## src/rtl/lut_rd_pkg.sv

```systemverilog
// Shared types and sizes for the MRELBP rd weight LUT and its read arbiter.
package lut_rd_pkg;

  localparam int LUT_AW    = 8;
  localparam int LUT_DW    = 24;
  localparam int LUT_DEPTH = 256;

  typedef logic [LUT_AW-1:0] lut_addr_t;
  typedef logic [LUT_DW-1:0] lut_data_t;

  // True when at least two bits of a request vector are set.
  function automatic logic multi_req(input logic [7:0] req);
    return (req & (req - 8'd1)) != 8'd0;
  endfunction

endpackage

```

## src/rtl/lut_rd_arbiter_rr_arb.sv

```systemverilog
// Combinational round-robin arbiter: first requester at or after the pointer wins.
module rr_arb #(
  parameter int N  = 4,
  parameter int PW = (N > 1) ? $clog2(N) : 1
) (
  input  logic [N-1:0]  req,
  input  logic [PW-1:0] ptr,
  output logic [N-1:0]  gnt,
  output logic [PW-1:0] next_ptr
);

  int   idx;
  logic found;

  // NOTE: every variable written here gets a default first, so no path leaves
  // one unassigned and no latch is inferred.
  always_comb begin
    gnt      = '0;
    next_ptr = ptr;
    found    = 1'b0;
    idx      = 0;
    for (int i = 0; i < N; i++) begin
      idx = int'(ptr) + i;
      if (idx >= N) idx = idx - N;
      if (!found && req[PW'(idx)]) begin
        found          = 1'b1;
        gnt[PW'(idx)]  = 1'b1;
        next_ptr       = (idx == N - 1) ? '0 : PW'(idx + 1);
      end
    end
  end

endmodule

```

## src/rtl/lut_rd_arbiter.sv

```systemverilog
// Round-robin shared read port for one 256x24 rd weight LUT, 2-cycle tagged return.
// Optional conflict statistics counter enabled by defining LUT_RD_STATS_EN.
module lut_rd_arbiter
  import lut_rd_pkg::*;
#(
  parameter int N_REQ = 4,
  parameter int CNT_W = 16
) (
  input  logic                    i_clk,
  input  logic                    i_rst,
  input  logic [N_REQ-1:0]        i_req,
  input  logic [N_REQ*LUT_AW-1:0] i_addr,
  output logic [N_REQ-1:0]        o_gnt,
  output lut_addr_t               o_lut_addr,
  input  lut_data_t               i_lut_dout,
  output logic [N_REQ-1:0]        o_rvalid,
  output lut_data_t               o_rdata,
  output logic [CNT_W-1:0]        o_conflict_cnt
);

  localparam int PW = $clog2(N_REQ);

  logic [PW-1:0]    ptr_q;
  logic [PW-1:0]    next_ptr;
  logic [N_REQ-1:0] arb_req;
  logic [N_REQ-1:0] gnt;
  lut_addr_t        sel_addr;

  logic             s1_vld;
  logic [N_REQ-1:0] s1_tag;
  lut_addr_t        s1_addr;
  logic             s2_vld;
  logic [N_REQ-1:0] s2_tag;
  lut_data_t        s2_data;

  // Masking requests during reset keeps o_gnt low and the pointer frozen.
  assign arb_req = i_rst ? '0 : i_req;

  rr_arb #(.N(N_REQ), .PW(PW)) u_rr_arb (
    .req      (arb_req),
    .ptr      (ptr_q),
    .gnt      (gnt),
    .next_ptr (next_ptr)
  );

  always_comb begin
    sel_addr = '0;
    for (int k = 0; k < N_REQ; k++)
      if (gnt[k]) sel_addr = i_addr[LUT_AW*k +: LUT_AW];
  end

  // NOTE: sequential state uses non-blocking assignments so every register
  // samples pre-edge values and the pipeline stages shift in lockstep.
  always_ff @(posedge i_clk) begin
    if (i_rst) begin
      ptr_q   <= '0;
      s1_vld  <= 1'b0;
      s1_tag  <= '0;
      s1_addr <= '0;
      s2_vld  <= 1'b0;
      s2_tag  <= '0;
      s2_data <= '0;
    end else begin
      ptr_q  <= next_ptr;
      s1_vld <= |gnt;
      if (|gnt) begin
        s1_tag  <= gnt;
        s1_addr <= sel_addr;
      end
      s2_vld <= s1_vld;
      s2_tag <= s1_tag;
      if (s1_vld) s2_data <= i_lut_dout;
    end
  end

  assign o_gnt      = gnt;
  assign o_lut_addr = s1_addr;
  assign o_rdata    = s2_data;
  assign o_rvalid   = s2_vld ? s2_tag : '0;

`ifdef LUT_RD_STATS_EN
  logic [CNT_W-1:0] cnt_q;
  logic             conflict;

  assign conflict = multi_req(8'(i_req));

  always_ff @(posedge i_clk) begin
    if (i_rst)                       cnt_q <= '0;
    else if (conflict && cnt_q != '1) cnt_q <= cnt_q + 1'b1;
  end

  assign o_conflict_cnt = cnt_q;
`else
  assign o_conflict_cnt = '0;
`endif

endmodule

```

## config.mk

```make
export PLATFORM = sky130hd
export DESIGN_NAME = lut_rd_arbiter
export DESIGN_NICKNAME = d
export VERILOG_FILES = /design/src/rtl/lut_rd_pkg.sv /design/src/rtl/lut_rd_arbiter_rr_arb.sv /design/src/rtl/lut_rd_arbiter.sv
export SDC_FILE = /design/constraint.sdc
export NUM_CORES = 1
export LEC_CHECK = 0
export CAP_MARGIN = 30
export CORE_MARGIN = 1.5
export CORE_UTILIZATION = 42
export DETAILED_ROUTE_END_ITERATION = 7
export MAX_ROUTING_LAYER = met4
export PLACE_DENSITY = 0.8
export SLEW_MARGIN = 10
export SYNTH_ARGS = -nofsm -noshare
export SYNTH_HDL_FRONTEND = slang
export SYNTH_SLANG_ARGS = --single-unit
export TNS_END_PERCENT = 5
```

## constraint.sdc

```tcl
create_clock -name i_clk -period 4.5 [get_ports i_clk]
set_input_delay 0.675 -clock i_clk [delete_from_list [all_inputs] [get_ports i_clk]]
set_output_delay 0.675 -clock i_clk [all_outputs]
set_load 0.03 [all_outputs]
```

# Yosys cells after proc, flatten, opt, wreduce, memory -nomap -nowiden
# Index checks and enable logic that the tools add are counted.
totals:
  ff_bits: 44
  in_bits: 62
  out_inout_bits: 56
  word_cells: 94
op_classes:
  addsub: 11
  order_cmp: 12
  n_eq_ne: 4
  n_mux: 45
  bitwise_logic: 3
  n_reduce_logical: 12
ops:
  columns: ["op", "count"]
  rows:
  - ["32-bit by 3-bit equality test with 1-bit output (second input constant)", 4]
  - ["32-bit two-way mux", 4]
  - ["32-bit by 4-bit >= comparator with 1-bit output (second input constant)", 3]
  - ["32-bit by 4-bit subtractor with 32-bit output (second input constant)", 3]
  - ["8-bit two-way mux", 4]
  - ["4-bit two-way mux", 6]
  - ["2-bit by 4-bit less-than comparator with 1-bit output (second input constant)", 4]
  - ["2-bit two-way mux", 8]
  - ["1-bit two-way mux", 15]
  - ["4-bit OR", 3]
  - ["2-bit adder (second input constant)", 4]
  - ["1-bit binary-select mux with 2-bit select", 4]
  - ["1-bit demux with 2-bit select", 4]
  - ["2-bit by 1-bit >= comparator with 1-bit output (second input constant)", 4]
  - ["1-bit logical AND", 7]
  - ["2-bit by 2-bit adder with 3-bit output (second input constant)", 2]
  - ["4-bit nonzero test", 1]
  - ["4-bit OR reduction", 1]
  - ["2-bit by 3-bit subtractor with 4-bit output (second input constant)", 1]
  - ["2-bit by 1-bit adder with 3-bit output (second input constant)", 1]
  - ["2-bit by 3-bit >= comparator with 1-bit output (second input constant)", 1]
  - ["1-bit logical NOT", 3]

# Depth between registers and ports, before layout
# Gate-level depths: netlist of the first run.
logic_depth:
  depth_word: 19
  depth_mapped: 13
  depth_no_buf: 10

# Hierarchy
# A second synthesis of the first run with hierarchy kept.
hier_totals:
  hier_cells: 278
  hier_area_um2: 2523.7
by_module_without_submodules:
  columns: ["mod", "instances", "cells_each", "area_each_um2", "seq_area_each_um2"]
  rows:
  - ["lut_rd_arbiter", 1, 209, 1950.6, 880.8]
  - ["rr_arb", 1, 69, 573.0, 0.0]

# Worst setup path after synthesis of the first run
# Ideal clock, no wire load.
synth_timing:
  path_kind: "register to output"
  startpoint: "register ptr_q[0]"
  endpoint: "output port o_gnt[3]"
  t_arrival_ns: 2.979
  required_ns: 3.825
  setup_slack_ns: 0.846
  path_stages_with_launch: 12
  path_buffers: 4
  path_cell_list: "dfxtp_1 buf_4 inv_1 ha_1 buf_6 mux4_2 nor3_2 a31o_1 a21oi_1 clkbuf_1 clkbuf_1 inv_1"
synth_via:
  elab_chain_len: 15
synth_lines:
  columns: ["item", "line_no", "rtl"]
  rows:
  - ["start, declared", "lut_rd_arbiter.sv:23", "logic [PW-1:0] ptr_q;"]
  - ["start signal, assigned", "lut_rd_arbiter.sv:64", "ptr_q <= next_ptr;"]
  - ["parallel branches: the longest is 14 deep, another holds 32-bit by 4-bit subtractor with 32-bit output", null, null]
  - ["4-bit two-way mux (*)", "lut_rd_arbiter_rr_arb.sv:25", "if (!found && req[PW'(idx)]) begin"]
  - ["end, declared", "lut_rd_arbiter.sv:13", "output logic [N_REQ-1:0] o_gnt,"]
# Mark *: on every way between the ends. The select of a mux whose other input is x is not followed.

# Final worst setup path of the first run
layout_timing:
  startpoint: "input port i_req[3]"
  endpoint: "output port o_gnt[2]"
layout_via:
  elab_chain_len: 14
layout_lines:
  columns: ["item", "line_no", "rtl"]
  rows:
  - ["start, declared", "lut_rd_arbiter.sv:11", "input logic [N_REQ-1:0] i_req,"]
  - ["4-bit two-way mux (*)", "lut_rd_arbiter.sv:37", "assign arb_req = i_rst ? '0 : i_req;"]
  - ["1-bit binary-select mux with 2-bit select", "lut_rd_arbiter_rr_arb.sv:25", null]
  - ["1-bit two-way mux (not written as such) (2 in a row)", "lut_rd_arbiter_rr_arb.sv:25", null]
  - ["1-bit two-way mux", "lut_rd_arbiter_rr_arb.sv:25", null]
  - ["1-bit logical NOT", "lut_rd_arbiter_rr_arb.sv:25", null]
  - ["1-bit logical AND", "lut_rd_arbiter_rr_arb.sv:25", null]
  - ["1-bit two-way mux", "lut_rd_arbiter_rr_arb.sv:25", null]
  - ["1-bit logical NOT", "lut_rd_arbiter_rr_arb.sv:25", null]
  - ["1-bit logical AND", "lut_rd_arbiter_rr_arb.sv:25", null]
  - ["1-bit two-way mux", "lut_rd_arbiter_rr_arb.sv:25", null]
  - ["1-bit logical NOT", "lut_rd_arbiter_rr_arb.sv:25", null]
  - ["1-bit logical AND", "lut_rd_arbiter_rr_arb.sv:25", null]
  - ["4-bit two-way mux (*)", "lut_rd_arbiter_rr_arb.sv:25", null]
# Every way passes the cells marked *; elsewhere a longest branch is shown, timed or not. The select of a mux whose other input is x is not followed.

==> results of run 1 <==
[Yosys cell counts, drive strengths merged, types with 5 or more instances]
library cell and number:
nor3 5, and2 12, buf 26, dfxtp 44, nor2 28, o311ai 8, inv 6, o21bai 8
mux2i 28, a311oi 8, nor2b 6, nand2b 15, and3b 9, nor3b 9, clkbuf 8, ha 8
[stage by stage]
step                      total power [mW]  hold WS (ps)
after floorplan                       1.60           448
after global placement                1.97           460
after detailed placement              1.98           462
after CTS                             2.30           475
after global routing                  2.45           486
final                                 2.28           473
[state kept, by name, summed over array words and instances (netlist names)]
| register | flops |
|---|---|
| o_lut_addr | 8 |
| o_rdata | 24 |
| ptr_q | 2 |
| s1_tag | 4 |
| s1_vld | 1 |
| s2_tag | 4 |
| s2_vld | 1 |
[logic make-up after synthesis]
logic type,Yosys count,synth area share [%]
AND/OR/NAND/NOR,101,23.6
AO/OA/AOI/OAI,54,17.8
flip-flops,44,33.1
buffers and inverters,40,8.93
multiplexers,31,12.6
adder cells (fa/ha/maj),8,3.76
other,1,0.141
[worst max-delay path, stage by stage]
cell             delay (ps)
clkdlybuf4s50_1         520
nand2b_1                190
mux4_2                  520
nor3_1                  250
a221o_1                 390
or2_0                   530
buf_4                   270
[per-layer routing]
metal | vias up | GRT usage (%)
met5 | - | -
met4 | 0 | 5.50
met3 | 2 | 3.63
met2 | 101 | 32.9
met1 | 1088 | 24.2
li1 | 1178 | -
[report_power, final]
group | internal (mW) | switching (mW) | leakage (nW)
sequential | 0.499 | 0.0420 | 0.363
clock | 0.182 | 0.133 | 0.0614
combinational | 0.637 | 0.790 | 1.09
[path summary, 6_finish.rpt]
kind	to	cells past startpoint
max	o_gnt[2]	7
min	s2_tag[1]	1
max reg2reg	o_lut_addr[5]	9
min reg2reg	s2_tag[1]	1
[area by class of cell]
class	instances	share of cell area [%]
sequential	44	23.2
multi-input combinational	210	42.2
inverter	6	0.658
timing repair buffer	111	28.4
clock buffer	6	2.17
clock inverter	2	1.02
tap	75	2.47
==> impl_metrics.py, run 1 <==
metrics = {
    "logic_synthesis": {
        "synth_seq_area_share_pct": 33.1,
        "postSynthAreaPerCell_um2": 9.54,
        "synth_area_leaders": "dfxtp_1, mux2i_1, buf_4",
        "syn_inst": 279,
        "synth_cell_type_count": 54,
        "synth-main-ff-cell": "dfxtp_1",
        "synth_warnings": 0,
        "netlist.area_leader.share_pct": 33.1,
        "netlist_area_um2": 2660,
        "synth-async-reset-ratio_pct": 0,
        "synth-edff-count": 0,
        "yosysTopAreaCell": "dfxtp_1",
        "ys_ff_latch": 44,
    },
    "timing": {
        "setup_violations": 0,
        "setup-tns-final_ps": 0,
        "slew_headroom_pct": 53.8,
        "period_needed_ps": 4010,
        "timing.final.crit_share_pct": 89.2,
        "hold_viol": 0,
        "skew_ps": 6.31,
        "setup_ws_ps": 485,
        "fmax_ghz": 0.249,
        "drv_slew": 0,
        "rsz0062_at_grt": "false",
        "worst_pin_slew_ps": 687,
    },
    "hold_path": {
        "hold_class": "flop to flop",
        "hold_path.startpoint": "s1_tag[1]",
    },
    "route": {
        "routed.top_layer": "met4",
        "met1_length_um": 2910,
        "dr_total_vias": 2369,
        "first_pass_iters": 4,
        "viasPerCell": 5.22,
        "wl_met3_um": 477,
        "drc": 0,
        "met2_length_um": 3140,
        "postRouteAntennaNets": 0,
        "dr.first_iter.drc_count": 88,
        "wl_um": 6560,
        "wl_per_cell_um": 14.4,
    },
    "placement": {
        "hpwl_um": 4950,
        "dpl_cell_area_um2": 3680,
        "routabilityCongestion": 0.917,
        "dp_slack_ps": 551,
        "dp_cells": 446,
        "port_buffers": 101,
    },
    "clock_network": {
        "clock_path_buffers": 2,
        "cts_tree": "done",
        "cts_num_sinks": 44,
        "htreeDepth": 2,
        "clk_pin_slew_ps": 80,
        "postCtsSetupBuffers": 0,
        "cts_hold_buf": 0,
        "ctsResizeCount": 0,
        "cts_root_buf": "clkbuf_8",
        "clkLatencyLatePin_ps": 290,
        "numCtsBuffers": 5,
    },
    "setup_path": {
        "crit_type": "input pin to output pin",
        "cp_data_required_time_ps": 3830,
        "ff2ff_setup_slack_ps": 980,
        "crit_start": "i_req[3]",
        "rr_startpoint": "ptr_q[0]",
        "arrival_ps": 3340,
        "critPathMaxFanout": 10,
        "crit_path_end_kind": "output pin",
        "critical_path.startpoint_type": "input pin",
    },
    "cells_and_area": {
        "layout_common_cells": "clkdlybuf4s50_1, dfxtp_1, mux2i_1",
        "drive_gt1_share_pct": 10.6,
        "postLayoutCoreUtil_pct": 63.1,
        "final_common_cell": "clkdlybuf4s50_1",
        "regArea_um2": 881,
        "finish.instance_area_um2": 3800,
        "multi_input_area_um2": 1600,
        "layoutNonFillerInstCount": 454,
        "nets": 448,
        "antenna_cells": 0,
        "nFillCells": 523,
        "layout-area-overhead-vs-synth_pct": 42.9,
    },
    "die": {
        "die_x_um": 82.6,
        "initial_core_util_pct": 44.2,
        "dieArea_um2": 6820,
        "rows": 28,
        "core_area_um2": 6030,
        "die_y_um": 82.6,
        "ios": 118,
    },
    "power_and_ir_drop": {
        "power_density_nw_per_um2": 600,
        "p_leak_nw": 1.52,
        "ir_drop_mv": 0.313,
    },
    "global_routing": {
        "grt_max_degree": 43,
        "grt_pass1_wl_um": 9980,
        "grt.total_usage_pct": 19.7,
        "antenna_found_initial": 0,
        "grt-ovfl-total": 0,
        "grt_pass1_vias": 2134,
    },
    "run_status": {
        "status": "complete, no violations",
    },
    "flow_run": {
        "max_cap_violations": 0,
    },
}
Note: power is estimated with default switching activity, not from simulation.
==> run 2: changes to the inputs <==
--- a/config.mk
+++ b/config.mk
@@ -6,6 +6,7 @@
 export NUM_CORES = 1
 export LEC_CHECK = 0
 export CAP_MARGIN = 30
+export CORE_ASPECT_RATIO = 1.25
 export CORE_MARGIN = 1.5
 export CORE_UTILIZATION = 42
 export DETAILED_ROUTE_END_ITERATION = 7
==> run 2 against run 1 <==
Against the previous run:
- design area increased by 0.33%
- clock power increased by 9.9%
- cell count increased by 1.8%
- sequential share of layout area decreased by 0.076 points
- fmax decreased by 2.3%
- non-clock buffer count decreased by 1
- global-route usage increased by 0.53 points
- core utilization decreased by 1.2 points
- first-iteration DRC count decreased by 30%
- critical path depth increased by 1
- total power increased by 1.4%
- critical endpoint is now o_gnt[3]
==> impl_metrics.py, run 2 (same netlist as run 1, synthesis figures left out) <==
metrics = {
    "timing": {
        "setup_violations": 0,
        "rsz0062_at_grt": "false",
        "setup-tns-final_ps": 0,
        "period_needed_ps": 4110,
        "worst_pin_slew_ps": 696,
        "timing.final.crit_share_pct": 91.3,
        "drv_slew": 0,
        "hold_viol": 0,
        "slew_headroom_pct": 53.2,
        "fmax_ghz": 0.243,
        "skew_ps": 8.89,
    },
    "power_and_ir_drop": {
        "p_leak_nw": 1.52,
        "power_density_nw_per_um2": 607,
        "ir_drop_mv": 0.522,
    },
    "cells_and_area": {
        "antenna_cells": 0,
        "regArea_um2": 881,
        "drive_gt1_share_pct": 10.1,
        "layout_common_cells": "clkdlybuf4s50_1, dfxtp_1, mux2i_1",
        "largest_reg_flops": 24,
        "layout-area-overhead-vs-synth_pct": 43.3,
        "nets": 447,
        "final_common_cell": "clkdlybuf4s50_1",
        "layoutNonFillerInstCount": 462,
        "multi_input_area_um2": 1600,
        "nFillCells": 563,
    },
    "route": {
        "wl_per_cell_um": 14.2,
        "dr.first_iter.drc_count": 62,
        "postRouteAntennaNets": 0,
        "drc": 0,
        "viasPerCell": 5.08,
        "wl_um": 6580,
        "dr_total_vias": 2347,
        "first_pass_iters": 4,
    },
    "clock_network": {
        "ctsResizeCount": 0,
        "cts_root_buf": "clkbuf_8",
        "clkLatencyLatePin_ps": 290,
        "numCtsBuffers": 5,
        "postCtsSetupBuffers": 0,
        "cts_tree": "done",
        "clk_pin_slew_ps": 80,
        "cts_num_sinks": 44,
        "cts_hold_buf": 0,
        "clock_path_buffers": 2,
        "htreeDepth": 2,
    },
    "placement": {
        "dp_cells": 455,
        "port_buffers": 101,
        "routabilityCongestion": 0.890,
        "hpwl_um": 4980,
    },
    "setup_path": {
        "critical_path.startpoint_type": "flop",
        "crit_chain": "inv_1, ha_1, mux4_2, nor3_2, a31o_1, a21oi_2, inv_1, clkdlybuf4s50_1",
        "crit_path_end_kind": "output pin",
        "cp_slowest_cell": "clkdlybuf4s50_1",
        "cpMostUsedCell": "inv_1",
        "critPathMaxStageDelay_ps": 680,
        "arrival_ps": 3430,
        "cp_data_required_time_ps": 3830,
        "ff2ff_setup_slack_ps": 940,
        "critPathMaxFanout": 7,
        "crit_type": "flop to output pin",
    },
    "global_routing": {
        "grt_pass1_wl_um": 10600,
        "antenna_found_initial": 0,
        "grt.total_usage_pct": 20.2,
        "grt_max_degree": 32,
        "grt-ovfl-total": 0,
        "grt_pass1_vias": 2267,
    },
    "die": {
        "core_area_um2": 6170,
        "rows": 32,
        "die_y_um": 92.0,
        "dieArea_um2": 6830,
        "die_x_um": 74.2,
        "initial_core_util_pct": 43.2,
        "ios": 118,
    },
    "flow_run": {
        "max_cap_violations": 0,
    },
    "hold_path": {
        "hold_class": "flop to flop",
    },
    "run_status": {
        "status": "complete, no violations",
    },
}
run 2: cell count changes in the layout (fill, tap and decap cells not counted), sizes merged:
cell / delta
buf: -1
bufinv: +1
clkinv: -1
clkbuf: -1
run 2: layout make-up:
type,instances,share of cell area [%]
Clock inverter,2,1.57
Inverter,6,0.656
Tap cell,85,2.79
Multi-Input combinational cell,210,42.0
Clock buffer,5,1.80
Sequential cell,44,23.1
Timing Repair Buffer,110,28.1
run 2: worst max-delay path: cells and delay by family (launching register included):
family / cells / cell delay [ps]
compound gates: 2 / 300
fa+ha+maj: 1 / 490
buf+inv: 3 / 880
flops: 1 / 360
mux: 1 / 620
simple gates: 1 / 510
run 2: stage by stage:
step	cell area, um2	hold slack (ps)	worst slack [ps]	power, mW	util (%)
4_1_cts	3810	468	365	2.33	61.9
3_3_place_gp	3690	459	483	1.96	59.8
3_5_place_dp	3690	460	401	1.98	59.8
5_1_grt	3810	484	215	2.47	61.9
6_report	3810	464	390	2.31	61.9
2_1_floorplan	2720	448	846	1.60	-
run 2: final timing paths:
check            start            end  cells past startpoint
max           ptr_q[1]       o_gnt[3]                      8
min          s1_tag[3]      s2_tag[3]                      1
max reg2reg   ptr_q[1]  o_lut_addr[7]                     10
min reg2reg  s1_tag[3]      s2_tag[3]                      1
run 2: routing by layer:
metal / vias up / part of all wire (%) / global-route usage (%) / wire [um]
li1: 1175 / - / - / -
met1: 1103 / 42 / 24.1 / 2780
met2: 63 / 52 / 34.2 / 3420
met3: 6 / 4.2 / 3.08 / 279
met4: 0 / 1.5 / 6.48 / 101
met5: - / 0 / - / 0
run 2: where the power goes:
group          switching [mW]  internal (mW)
Combinational           0.794          0.632
Sequential             0.0429          0.499
Clock                   0.127          0.218
==> run 3: changes to the inputs <==
--- a/config.mk
+++ b/config.mk
@@ -5,13 +5,14 @@
 export SDC_FILE = /design/constraint.sdc
 export NUM_CORES = 1
 export LEC_CHECK = 0
-export CAP_MARGIN = 30
+export CAP_MARGIN = 15
 export CORE_ASPECT_RATIO = 1.25
 export CORE_MARGIN = 1.5
-export CORE_UTILIZATION = 42
+export CORE_UTILIZATION = 43
+export CTS_BUF_LIST = sky130_fd_sc_hd__clkbuf_4
 export DETAILED_ROUTE_END_ITERATION = 7
 export MAX_ROUTING_LAYER = met4
-export PLACE_DENSITY = 0.8
+export PLACE_DENSITY = 0.82
 export SLEW_MARGIN = 10
 export SYNTH_ARGS = -nofsm -noshare
 export SYNTH_HDL_FRONTEND = slang
==> run 3 against run 2 <==
Against the previous run:
- register-to-register slack worse by 20 ps
- design area down 0.72%
- via count is 2.5% higher
- worst setup slack improved by 72 ps
- combinational power barely moved
- non-clock buffer count grew 1
- sequential share of layout area up 0.17 points
- sequential cell count unchanged
- critical path depth unchanged
- clock skew down 2.2 ps
- count of clock-buffer cells in the layout is the same
- critical path type unchanged
==> impl_metrics.py, run 3 (same netlist as run 1, synthesis figures left out) <==
metrics = {
    "run_status": {
        "status": "complete, no violations",
    },
    "clock_network": {
        "postCtsSetupBuffers": 0,
        "clock_path_buffers": 2,
        "htreeDepth": 2,
        "ctsResizeCount": 0,
        "numCtsBuffers": 5,
        "cts_tree": "done",
        "clkLatencyLatePin_ps": 340,
        "cts_root_buf": "clkbuf_4",
        "cts_hold_buf": 0,
        "clk_pin_slew_ps": 120,
        "cts_num_sinks": 44,
    },
    "route": {
        "first_pass_iters": 5,
        "wl_per_cell_um": 15.1,
        "dr.first_iter.drc_count": 110,
        "postRouteAntennaNets": 0,
        "drc": 0,
        "viasPerCell": 5.23,
        "dr_total_vias": 2405,
        "wl_um": 6930,
    },
    "timing": {
        "hold_viol": 0,
        "fmax_ghz": 0.248,
        "rsz0062_at_grt": "false",
        "drv_slew": 0,
        "slew_headroom_pct": 51.6,
        "period_needed_ps": 4040,
        "worst_pin_slew_ps": 720,
        "skew_ps": 6.74,
        "timing.final.crit_share_pct": 89.7,
        "setup_violations": 0,
        "setup-tns-final_ps": 0,
    },
    "placement": {
        "routabilityCongestion": 0.909,
        "port_buffers": 101,
        "dpl_cell_area_um2": 3690,
        "hpwl_um": 5170,
    },
    "cells_and_area": {
        "antenna_cells": 0,
        "regArea_um2": 881,
        "largest_reg_flops": 24,
        "final_common_cell": "clkdlybuf4s50_1",
        "nFillCells": 524,
        "layout_common_cells": "clkdlybuf4s50_1, dfxtp_1, mux2i_1",
        "multi_input_area_um2": 1600,
        "finish.instance_area_um2": 3790,
        "layout-area-overhead-vs-synth_pct": 42.3,
        "nets": 448,
        "drive_gt1_share_pct": 10.3,
    },
    "global_routing": {
        "grt_pass1_wl_um": 10900,
        "grt-ovfl-total": 0,
        "grt_pass1_vias": 2277,
        "grt.total_usage_pct": 21.2,
        "antenna_found_initial": 0,
        "grt_max_degree": 45,
    },
    "die": {
        "core_area_um2": 5900,
        "rows": 31,
        "ios": 118,
        "die_x_um": 73.4,
        "dieArea_um2": 6670,
        "initial_core_util_pct": 45.1,
        "die_y_um": 91.0,
    },
    "setup_path": {
        "crit_path_end_kind": "output pin",
        "critPathMaxFanout": 10,
        "critical_path.startpoint_type": "flop",
        "cp_data_required_time_ps": 3830,
        "crit_type": "flop to output pin",
        "ff2ff_setup_slack_ps": 920,
        "arrival_ps": 3360,
    },
    "hold_path": {
        "hold_class": "flop to flop",
    },
    "power_and_ir_drop": {
        "ir_drop_mv": 0.323,
        "power_density_nw_per_um2": 599,
        "finalPower_mw": 2.27,
        "p_leak_nw": 1.51,
    },
    "flow_run": {
        "max_cap_violations": 0,
    },
}
[run 3: metal layers]
metal / GRT usage, % / routed length (um) / vias up
met5: - / 0 / -
met4: 7.41 / 129 / 0
met3: 4.55 / 516 / 12
met2: 35.1 / 3380 / 94
met1: 25.1 / 2900 / 1121
li1: - / - / 1178
[run 3: final timing paths]
kind,from,cells past startpoint,end
max,ptr_q[1],8,o_gnt[0]
min,s1_tag[3],1,s2_tag[3]
max reg2reg,ptr_q[1],10,o_lut_addr[6]
min reg2reg,s1_tag[3],1,s2_tag[3]
[run 3: per-stage QoR]
stage	hold slack, ps	util, %	setup WS (ps)	instances
floorplan	448	-	846	294
global placement	457	62.6	579	453
detailed placement	462	62.6	535	453
CTS	475	64.2	451	460
global route	490	64.2	267	460
finish	472	64.2	462	460
[run 3: layout make-up]
class,count,share of cell area (%)
clock buffer,5,0.991
clock inverter,2,1.59
inverter,6,0.661
multi-input combinational,210,42.3
sequential,44,23.3
tap,82,2.71
timing repair buffer,111,28.5
[run 3: critical path: stages, from the launching register on]
cell	delay (ps)
dfxtp_1	370
inv_1	110
ha_1	480
mux4_2	610
nor3_2	340
buf_4	200
a221oi_4	130
inv_4	100
clkdlybuf4s50_1	670
[run 3: where the power goes]
part	total [mW]	switching (mW)	internal, mW
Clock	0.289	0.119	0.170
Combinational	1.44	0.801	0.636
Sequential	0.543	0.0442	0.499
Total	2.27	0.964	1.30
